File: config.mk
export PLATFORM = sky130hd
export DESIGN_NAME = pia6821_resp
export DESIGN_NICKNAME = d
export VERILOG_FILES = /design/src/rtl/pia6821_resp.sv
export SDC_FILE = /design/constraint.sdc
export NUM_CORES = 1
export LEC_CHECK = 0
export BUFFER_PORTS_ARGS = -buffer_cell sky130_fd_sc_hd__buf_2
export CORE_MARGIN = 5
export CORE_UTILIZATION = 54
export DETAILED_ROUTE_END_ITERATION = 8
export PLACE_DENSITY = 0.77
export SLEW_MARGIN = 15
export SYNTH_ARGS = -nofsm -noshare
export SYNTH_HDL_FRONTEND = slang
export SYNTH_SLANG_ARGS = --single-unit
File: constraint.sdc
create_clock -name clk -period 2 [get_ports clk]
set_input_delay 0.4 -clock clk [delete_from_list [all_inputs] [get_ports clk]]
set_output_delay 0.4 -clock clk [all_outputs]
set_load 0.05 [all_outputs]
File: src/rtl/pia6821_resp.sv
// rtl/pia6821_resp.sv - 6821-style PIA bus responder for the cpu09 core
// Define PIA_C2_IRQ_EN to enable C2 input-mode edge flags and interrupts.
module pia6821_resp (
  input  logic       clk,
  input  logic       rst,
  input  logic       cs,
  input  logic       vma,
  input  logic       rw,
  input  logic [1:0] addr,
  input  logic [7:0] data_in,
  output logic [7:0] data_out,
  input  logic [7:0] pa_in,
  input  logic [7:0] pb_in,
  output logic [7:0] pa_out,
  output logic [7:0] pb_out,
  output logic [7:0] pa_oe,
  output logic [7:0] pb_oe,
  input  logic       ca1,
  input  logic       cb1,
  input  logic       ca2_in,
  input  logic       cb2_in,
  output logic       ca2_out,
  output logic       cb2_out,
  output logic       irqa_n,
  output logic       irqb_n
);
  logic            rd_acc, wr_acc;
  logic            init_q, init_d;
  logic [1:0][5:0] cr_q, cr_d;
  logic [1:0][7:0] ddr_q, ddr_d, or_q, or_d;
  logic [1:0][7:0] pin_s1_q, pin_s1_d, pin_s2_q, pin_s2_d;
  logic [1:0]      c1_s1_q, c1_s1_d, c1_s2_q, c1_s2_d, c1_prev_q, c1_prev_d;
  logic [1:0]      flag1_q, flag1_d;
  logic [1:0]      flag2;
  logic [1:0]      clr_rd;
  logic [1:0][7:0] pin;
  logic [1:0]      c1_pin;

  assign rd_acc = cs & vma & ~rw;
  assign wr_acc = cs & vma & rw;
  assign pin    = {pb_in, pa_in};
  assign c1_pin = {cb1, ca1};
  assign clr_rd[0] = rd_acc & (addr == 2'd0) & cr_q[0][2];
  assign clr_rd[1] = rd_acc & (addr == 2'd2) & cr_q[1][2];

  // init_q is low for the first clock after reset; synchronizers load the live pin level then.
  always_comb begin
    init_d    = 1'b1;
    cr_d      = cr_q;
    ddr_d     = ddr_q;
    or_d      = or_q;
    pin_s1_d  = pin;
    pin_s2_d  = init_q ? pin_s1_q : pin;
    c1_s1_d   = c1_pin;
    c1_s2_d   = init_q ? c1_s1_q : c1_pin;
    c1_prev_d = init_q ? c1_s2_q : c1_pin;
    for (int i = 0; i < 2; i++) begin
      flag1_d[i] = (init_q & (cr_q[i][1] ? (c1_s2_q[i] & ~c1_prev_q[i])
                                         : (~c1_s2_q[i] & c1_prev_q[i])))
                 | (flag1_q[i] & ~clr_rd[i]);
      if (wr_acc && (addr[1] == 1'(i))) begin
        if (addr[0])         cr_d[i]  = data_in[5:0];
        else if (cr_q[i][2]) or_d[i]  = data_in;
        else                 ddr_d[i] = data_in;
      end
    end
  end

  always_ff @(posedge clk or negedge rst) begin
    if (!rst) begin
      init_q    <= 1'b0;
      cr_q      <= '0;
      ddr_q     <= '0;
      or_q      <= '0;
      pin_s1_q  <= '0;
      pin_s2_q  <= '0;
      c1_s1_q   <= '0;
      c1_s2_q   <= '0;
      c1_prev_q <= '0;
      flag1_q   <= '0;
    end else begin
      init_q    <= init_d;
      cr_q      <= cr_d;
      ddr_q     <= ddr_d;
      or_q      <= or_d;
      pin_s1_q  <= pin_s1_d;
      pin_s2_q  <= pin_s2_d;
      c1_s1_q   <= c1_s1_d;
      c1_s2_q   <= c1_s2_d;
      c1_prev_q <= c1_prev_d;
      flag1_q   <= flag1_d;
    end
  end

`ifdef PIA_C2_IRQ_EN
  logic [1:0] c2_pin, c2_s1_q, c2_s1_d, c2_s2_q, c2_s2_d, c2_prev_q, c2_prev_d;
  logic [1:0] flag2_q, flag2_d;

  assign c2_pin = {cb2_in, ca2_in};
  assign flag2  = flag2_q;

  always_comb begin
    c2_s1_d   = c2_pin;
    c2_s2_d   = init_q ? c2_s1_q : c2_pin;
    c2_prev_d = init_q ? c2_s2_q : c2_pin;
    for (int i = 0; i < 2; i++) begin
      flag2_d[i] = (init_q & ~cr_q[i][5] & (cr_q[i][4] ? (c2_s2_q[i] & ~c2_prev_q[i])
                                                       : (~c2_s2_q[i] & c2_prev_q[i])))
                 | (flag2_q[i] & ~clr_rd[i]);
    end
  end

  always_ff @(posedge clk or negedge rst) begin
    if (!rst) begin
      c2_s1_q   <= '0;
      c2_s2_q   <= '0;
      c2_prev_q <= '0;
      flag2_q   <= '0;
    end else begin
      c2_s1_q   <= c2_s1_d;
      c2_s2_q   <= c2_s2_d;
      c2_prev_q <= c2_prev_d;
      flag2_q   <= flag2_d;
    end
  end
`else
  logic unused_c2;
  assign unused_c2 = ca2_in ^ cb2_in;
  assign flag2     = 2'b00;
`endif

  always_comb begin
    data_out = 8'h00;
    if (rd_acc) begin
      case (addr)
        2'd0:    data_out = cr_q[0][2] ? pin_s2_q[0] : ddr_q[0];
        2'd1:    data_out = {flag1_q[0], flag2[0], cr_q[0]};
        2'd2:    data_out = cr_q[1][2] ? ((or_q[1] & ddr_q[1]) | (pin_s2_q[1] & ~ddr_q[1]))
                                       : ddr_q[1];
        default: data_out = {flag1_q[1], flag2[1], cr_q[1]};
      endcase
    end
  end

  assign pa_out  = or_q[0];
  assign pb_out  = or_q[1];
  assign pa_oe   = ddr_q[0];
  assign pb_oe   = ddr_q[1];
  assign ca2_out = cr_q[0][5] ? cr_q[0][3] : 1'b1;
  assign cb2_out = cr_q[1][5] ? cr_q[1][3] : 1'b1;
  assign irqa_n  = ~((flag1_q[0] & cr_q[0][0]) | (flag2[0] & cr_q[0][3] & ~cr_q[0][5]));
  assign irqb_n  = ~((flag1_q[1] & cr_q[1][0]) | (flag2[1] & cr_q[1][3] & ~cr_q[1][5]));
endmodule
==> results_dict.tcl, run 1 <==
set metrics [dict create \
    clock.fmax_mhz 472 \
    areaGrowthSynthToFinish_pct 30.0 \
    cp-end-kind "output pin" \
    total_power_mw 5.00 \
    overflow 0 \
    cts_buffers 9 \
    cp_num_buf_inv 2 \
    drt_first_iter_violations 110 \
    syn_area_sq_um 3540 \
    yosys_warnings 0 \
    cp_cell_sequence "buf_4 -> mux2_2 -> o221ai_2 -> a31oi_2 -> buf_6" \
    crit_type "reg -> out" \
    drt_pass1_iterations 4 \
    drive_gt1_share_pct 54.6 \
    avgSynthCellArea_sq_um 13.7 \
    worstMarginPinSlew_ps 524 \
    slowest_delay_ps 420 \
    vias_per_cell 5.59 \
    clkLatencyLatePin_ps 350 \
    dr_total_vias 2489 \
    stdcell_count 445 \
    synth_cell_types 29 \
    slowest_stage "dfrtp_2" \
    grt_setup_unrepaired "true" \
    clk_pin_slew_worst_paths_ps 90 \
    slew_headroom_pct 65.0 \
    final_cell_mix "84 x dfrtp_1, 67 x buf_2, 46 x mux2_2" \
    powerDensity_nw_per_um2 1090 \
    pin_count 79 \
    routed_wl_um 8610 \
    start_util_pct 55.8 \
    drv_slew 0 \
    pre_cts_slack_ps 17.3 \
    root_buffer "clkbuf_8" \
    r2r_slack_ps 310 \
    io_buffers 76 \
    fp-row-count 29 \
    cts_tree "yes" \
    violations "negative setup slack" \
    cts_buffer_depth 2 \
    ant_nets 0 \
    grt_pass1_vias 2750 \
    core-area_sq_um 6350 \
    hold_path_class "in -> reg" \
    die_w_um 91.0 \
    utilization_pct 72.5 \
    worstPathArrival_ps 1720 \
    required_ps 1600 \
    synth_seq_cells 85 \
    cts.sinks 85 \
    grt_usage_pct 21.9 \
    die_y_um 91.0 \
    grt_first_pass_wirelength_um 14200 \
    fin_crit_ps 2120 \
    leakage_nw 2.18 \
    status "finished, violations left" \
    final_common_cell "dfrtp_1" \
    irDropWorstVdd_v 0.000834 \
    fin_nets 398 \
    yosysSeqAreaShare_pct 60.0 \
    hpwl_um 5840 \
    dieArea_sq_um 8280 \
    synth_fp_nets 294 \
    h-tree-depth 3 \
    cp-start-kind "flip-flop" \
    drc 0 \
    timing.hold.ws_ps 158 \
    cp_top_family "flip-flops" \
    grt_max_degree 49 \
    dp_cells 422 \
    crit_fanout 5 \
    grt_antenna_before_repair 0 \
    fin_ws_ps -120 \
    antennaDiodeCount 0 \
    gp_congestion 0.829 \
    syn_inst 259 \
    setup_viol 8 \
    fin_skew_ps 12.7 \
    hold_viol 0 \
    period_share_pct 106 \
    cap_violations 0 \
    routedWlPerCell_um 19.4 \
]
-- synth_stat cells, drive strengths merged --
cell / n / area share [%]
nand3b: 7 / 1.5
or4: 2 / 0.42
o21ai: 12 / 1.7
conb: 1 / 0.11
nand2b: 4 / 0.71
a22o: 2 / 0.49
nand2: 27 / 2.9
a21boi: 1 / 0.21
mux2i: 1 / 0.28
a21oi: 3 / 0.42
mux2: 64 / 22
nor2: 6 / 0.64
clkbuf: 7 / 0.74
a21o: 6 / 1.3
nor4: 2 / 0.78
dfrtp: 85 / 60
o32ai: 1 / 0.25
o221ai: 6 / 1.5
or3: 2 / 0.35
a31oi: 7 / 1.2
nor3: 1 / 0.28
a211o: 1 / 0.25
buf: 4 / 1.1
or2: 1 / 0.18
inv: 5 / 0.53
nand3: 1 / 0.14
-- metrics by stage --
| step | cell area (sq um) | setup TNS (ps) |
|---|---|---|
| after global placement | 4190 | 0 |
| after detailed placement | 4190 | 0 |
| after floorplan | 3600 | -262 |
| final | 4600 | -546 |
| after CTS | 4570 | -528 |
| after global routing | 4600 | -1020 |
-- worst register-to-register path: cells and delay by family, from the launching register on --
family | cells | cell delay (ps)
buf+inv | 3 | 450
flops | 1 | 420
mux | 1 | 310
simple gates | 1 | 390
-- registers in the layout, indices dropped and copies added, names as in the netlist --
register and cells:
c1_prev_q 2, c1_s1_q 2, c1_s2_q 2, cr_q 12, flag1_q 2, init_q 1
pa_oe 8, pa_out 8, pb_oe 8, pb_out 8, pin_s1_q 16, pin_s2_q 16
-- final timing paths --
kind	startpoint	endpoint	cells after the start
setup / recovery	cr_q[2]	data_out[5]	5
hold / removal	pa_in[7]	pin_s1_q[7]	1
setup reg to reg	cr_q[2]	pa_oe[5]	5
hold reg to reg	c1_s1_q[0]	c1_s2_q[0]	2
max in group asynchronous	rst	pb_oe[3]	3
min in group asynchronous	rst	pin_s1_q[5]	2
-- area by class of cell --
class | instances | area [sq um]
clock buffers | 13 | 159
clock inverters | 3 | 20.0
fillers | 436 | 1750
inverters | 5 | 18.8
multi-input cells | 158 | 1490
flip-flops and latches | 85 | 2130
well taps | 77 | 96.3
repair buffers | 104 | 696
-- layer usage --
layer,global-route usage (%),wire (um),vias up
met5,0,0,-
met4,9.17,184,0
met3,4.38,436,20
met2,36.5,4410,73
met1,28.0,3580,1265
li1,-,-,1131
-- timing repair --
action / CTS / global route
hold buffers: 1 / 0
pin swaps: 4 / 7
endpoints found under the setup margin: 8 / 8
setup buffers: 6 / 0
gates resized for setup: 30 / 5
endpoints found under the hold margin: 8 / 0
-- cells by family (layout without fill, tap and decap cells) --
logic type      Yosys count  in the layout  share of synthesized area, %
mux                      65             65                          22.3
simple gates             53             53                          7.84
flops                    85             85                          60.0
compound gates           39             39                          7.31
other cells               1              1                         0.106
buf+inv                  16            125                          2.37
-- report_power, final --
group | internal [mW] | total, mW | switching [mW] | leakage (nW)
Combinational | 0.604 | 1.70 | 1.10 | 1.06
Sequential | 1.99 | 2.20 | 0.206 | 1.03
Clock | 0.518 | 1.10 | 0.579 | 0.0857
No activity file was read; power rests on OpenSTA's default activity.
==> run 2: changes to the inputs <==
- RECOVER_POWER: default -> 100
==> run 2 against run 1 <==
  * The run still ends with negative setup slack left
  * Clock skew down 2.0 ps
  * Final cell count unchanged
  * Clock-buffer cell count did not move
  * Final area shrank 1.9%
  * First-iteration DRC count is 12% lower
  * Critical path depth is the same
  * Routed wire length hardly changed
  * Total power decreased by 0.89%
  * Non-clock buffer count is the same
  * Via count down 0.44%
  * Largest power group unchanged
  * Highest routed layer unchanged
==> results_dict.tcl, run 2 (synthesis results as in run 1) <==
set metrics [dict create \
    status "finished, violations left" \
    violations "negative setup slack" \
    drv_slew 0 \
    areaGrowthSynthToFinish_pct 27.5 \
    pin_count 79 \
    vias_per_cell 5.57 \
    required_ps 1600 \
    die_y_um 91.0 \
    crit_start "cr_q[2]" \
    place_area_sq_um 4190 \
    grt_pass1_vias 2750 \
    worstMarginPinSlew_ps 815 \
    final_cell_mix "84 x dfrtp_1, 46 x mux2_2, 38 x clkbuf_1" \
    antennaDiodeCount 0 \
    grt_first_pass_wirelength_um 14200 \
    final_common_cell "dfrtp_1" \
    grt_antenna_before_repair 0 \
    period_share_pct 106 \
    start_util_pct 55.8 \
    irDropWorstVdd_v 0.000831 \
    overflow 0 \
    ant_nets 0 \
    clkLatencyLatePin_ps 350 \
    crit_type "reg -> out" \
    hold_path_class "in -> reg" \
    cts_tree "yes" \
    dr_total_vias 2478 \
    die_w_um 91.0 \
    worstPathArrival_ps 1720 \
    routed_wl_um 8610 \
    drc 0 \
    reg2reg_from "init_q" \
    fin_skew_ps 10.7 \
    powerDensity_nw_per_um2 1100 \
    min_from "pa_in[7]" \
    grt_usage_pct 21.9 \
    fin_ws_ps -118 \
    finalInstanceArea_sq_um 4520 \
    core-area_sq_um 6350 \
    leakage_nw 2.05 \
    crit_fanout 5 \
    slew_headroom_pct 45.7 \
    clk_pin_slew_worst_paths_ps 80 \
    fin_nets 398 \
    setup_viol 8 \
    dieArea_sq_um 8280 \
    h-tree-depth 3 \
    gp_congestion 0.829 \
    routedWlPerCell_um 19.3 \
    drt_pass1_iterations 4 \
    root_buffer "clkbuf_8" \
    cts.sinks 85 \
    fin_crit_ps 2120 \
    cts_buffers 9 \
    cp-end-kind "output pin" \
    clock.fmax_mhz 472 \
    io_buffers 76 \
    cts_buffer_depth 2 \
    hpwl_um 5840 \
    grt_max_degree 49 \
    grt_setup_unrepaired "true" \
    cap_violations 0 \
    cp-start-kind "flip-flop" \
    top_regs "pin_s1_q x16, pin_s2_q x16, cr_q x12" \
    fillers 461 \
    fp-row-count 29 \
    hold_viol 0 \
    total_power_mw 4.95 \
    drive_gt1_share_pct 44.6 \
    drt_first_iter_violations 97 \
]
run 2: final timing paths:
check / slack [ps] / endpoint / depth (start not counted)
hold reg to reg: 460 / c1_s2_q[0] / 2
setup / recovery: -120 / data_out[5] / 5
max in group asynchronous: 350 / cr_q[2] / 3
hold / removal: 160 / pin_s1_q[7] / 1
min in group asynchronous: 530 / pin_s1_q[5] / 2
setup reg to reg: 180 / pin_s2_q[0] / 2
run 2: area by class of cell:
type / instances / area [sq um] / share of cell area, %
Timing Repair Buffer: 104 / 613 / 13.6
Inverter: 5 / 18.8 / 0.416
Clock inverter: 3 / 20.0 / 0.443
Tap cell: 77 / 96.3 / 2.13
Multi-Input combinational cell: 158 / 1480 / 32.8
Clock buffer: 13 / 159 / 3.52
Sequential cell: 85 / 2130 / 47.1
run 2: layer usage:
layer / GRT usage [%] / wire length (um)
met4: 9.17 / 182
met5: 0 / 0
met3: 4.38 / 484
met2: 36.5 / 4380
met1: 28.0 / 3560
run 2: critical path, stage by stage (launching register included):
cell and delay [ps]:
dfrtp_2 410, buf_4 170, mux2_2 230, o221ai_2 120
a31oi_2 250, buf_6 190
run 2: through the flow:
step           instances  setup TNS (ps)  hold slack (ps)  utilization, %  setup slack [ps]
2_1_floorplan        259            -262              104               -              -262
3_3_place_gp         422               0              241            66.0              69.3
3_5_place_dp         422               0              243            66.0              17.3
4_1_cts              445            -528              148            72.0              -107
5_1_grt              445           -1020              148            71.1              -176
6_report             445            -509              162            71.1              -118
run 2: what timing repair did:
item | 4_1_cts | 5_1_grt
buffers inserted | 6 | 0
hold buffers | 1 | 0
gates resized for setup | 30 | 5
endpoints found under the setup margin | 8 | 8
hold endpoints to repair | 8 | 0
pin swaps | 4 | 7
run 2: report_power, final:
part | leakage (nW) | switching (mW) | total, mW | internal [mW]
registers | 1.03 | 0.206 | 2.20 | 1.99
clock network | 0.0857 | 0.577 | 1.10 | 0.518
logic | 0.934 | 1.10 | 1.66 | 0.560
==> run 3: changes to the inputs <==
- MAX_ROUTING_LAYER: default -> met4
==> run 3 against run 2 <==
  * The run still ends with negative setup slack left
  * Utilization did not move
  * Non-clock buffer count did not move
  * Maximum frequency rose by 0.10%
==> results_dict.tcl, run 3 (synthesis results as in run 1) <==
set metrics [dict create \
    overflow 0 \
    slowest_stage "dfrtp_1" \
    fp-row-count 29 \
    fin_skew_ps 9.43 \
    core-area_sq_um 6350 \
    slew_headroom_pct 45.9 \
    routedWlPerCell_um 19.4 \
    h-tree-depth 3 \
    violations "negative setup slack" \
    fillers 461 \
    cp_num_buf_inv 2 \
    drive_gt1_share_pct 44.6 \
    grt_pass1_vias 2749 \
    drt_first_iter_violations 91 \
    powerDensity_nw_per_um2 1100 \
    areaGrowthSynthToFinish_pct 27.5 \
    routed_wl_um 8630 \
    dr_total_vias 2490 \
    irDropWorstVdd_v 0.000833 \
    cp-start-kind "flip-flop" \
    start_util_pct 55.8 \
    die_w_um 91.0 \
    cp_top_family "compound AO/OA/AOI/OAI gates" \
    dp_cells 422 \
    final_common_cell "dfrtp_1" \
    hold_path_depth 1 \
    r2r_slack_ps 180 \
    slowest_delay_ps 410 \
    reg2reg_from "init_q" \
    cap_violations 0 \
    timing.hold.ws_ps 162 \
    top_regs "pin_s1_q x16, pin_s2_q x16, cr_q x12" \
    hold_path_class "in -> reg" \
    gp_congestion 0.842 \
    die_y_um 91.0 \
    fin_crit_ps 2120 \
    io_buffers 76 \
    clk_pin_slew_worst_paths_ps 80 \
    crit_start "cr_q[8]" \
    grt_antenna_before_repair 0 \
    leakage_nw 2.05 \
    clock.fmax_mhz 473 \
    cts_buffer_depth 2 \
    fin_ws_ps -116 \
    rr_endpoint "pin_s2_q[6]" \
    drc 0 \
    r2r_cells 2 \
    final_cell_mix "84 x dfrtp_1, 46 x mux2_2, 38 x clkbuf_1" \
    total_power_mw 4.95 \
    status "finished, violations left" \
    crit_type "reg -> out" \
    hpwl_um 5840 \
    utilization_pct 71.1 \
    grt_max_degree 49 \
    pin_count 79 \
    path_depth 5 \
    setup_viol 8 \
    tns_ps -526 \
    grt_setup_unrepaired "true" \
    worstMarginPinSlew_ps 811 \
    cts_tree "yes" \
    vias_per_cell 5.60 \
    place_area_sq_um 4190 \
    clkLatencyLatePin_ps 350 \
    endpoint "data_out[2]" \
    ant_nets 0 \
    hold_viol 0 \
    drv_slew 0 \
    crit_fanout 4 \
    finalInstanceArea_sq_um 4520 \
    cts_buffers 9 \
    required_ps 1600 \
    grt_first_pass_wirelength_um 14100 \
    fin_nets 398 \
    antennaDiodeCount 0 \
    root_buffer "clkbuf_8" \
    stdcell_count 445 \
    grt_usage_pct 22.6 \
    cts.sinks 85 \
    pre_cts_slack_ps 17.3 \
    dieArea_sq_um 8280 \
    drt_pass1_iterations 4 \
    cp_cell_sequence "inv_2 -> o21ai_0 -> a211o_1 -> a21boi_4 -> buf_6" \
    worstPathArrival_ps 1720 \
    period_share_pct 106 \
    cp-end-kind "output pin" \
]
## run 3: cell counts in the layout (fill, tap and decap cells not counted)
Identical to the previous run, type by type.
## run 3: layer usage
layer	track usage, %	part of all wire, %	vias to the layer above
met2	36.6	51	69
li1	-	-	1137
met3	4.05	4.9	19
met4	9.17	1.9	0
met1	28.1	42	1265
met5	-	0	-
## run 3: final cells by class
cell class	count	area [sq um]	area share, %
Sequential cell	85	2130	47.1
Multi-Input combinational cell	158	1480	32.8
Timing Repair Buffer	104	613	13.6
Clock buffer	13	159	3.52
Tap cell	77	96.3	2.13
Clock inverter	3	20.0	0.443
Inverter	5	18.8	0.416
## run 3: how the worst min path moves through the flow
stage,end,startpoint,slack (ps)
2_1_floorplan,c1_prev_q[0],rst,100
3_3_place_gp,pin_s2_q[15],rst,240
3_5_place_dp,pin_s2_q[15],rst,240
4_1_cts,pin_s1_q[3],pa_in[3],150
5_1_grt,pin_s1_q[7],pa_in[7],150
6_report,pin_s1_q[7],pa_in[7],160
## run 3: what timing repair did
item                                    4_1_cts  5_1_grt
hold endpoints to repair                      8        0
endpoints found under the setup margin        8        8
buffers inserted                              6        0
hold buffers                                  1        0
resized for setup                            30        5
pin swaps                                     4        7
## run 3: power breakdown
part	internal, mW	switching, mW	total, mW
sequential	1.99	0.208	2.20
clock	0.518	0.573	1.09
combinational	0.560	1.10	1.66
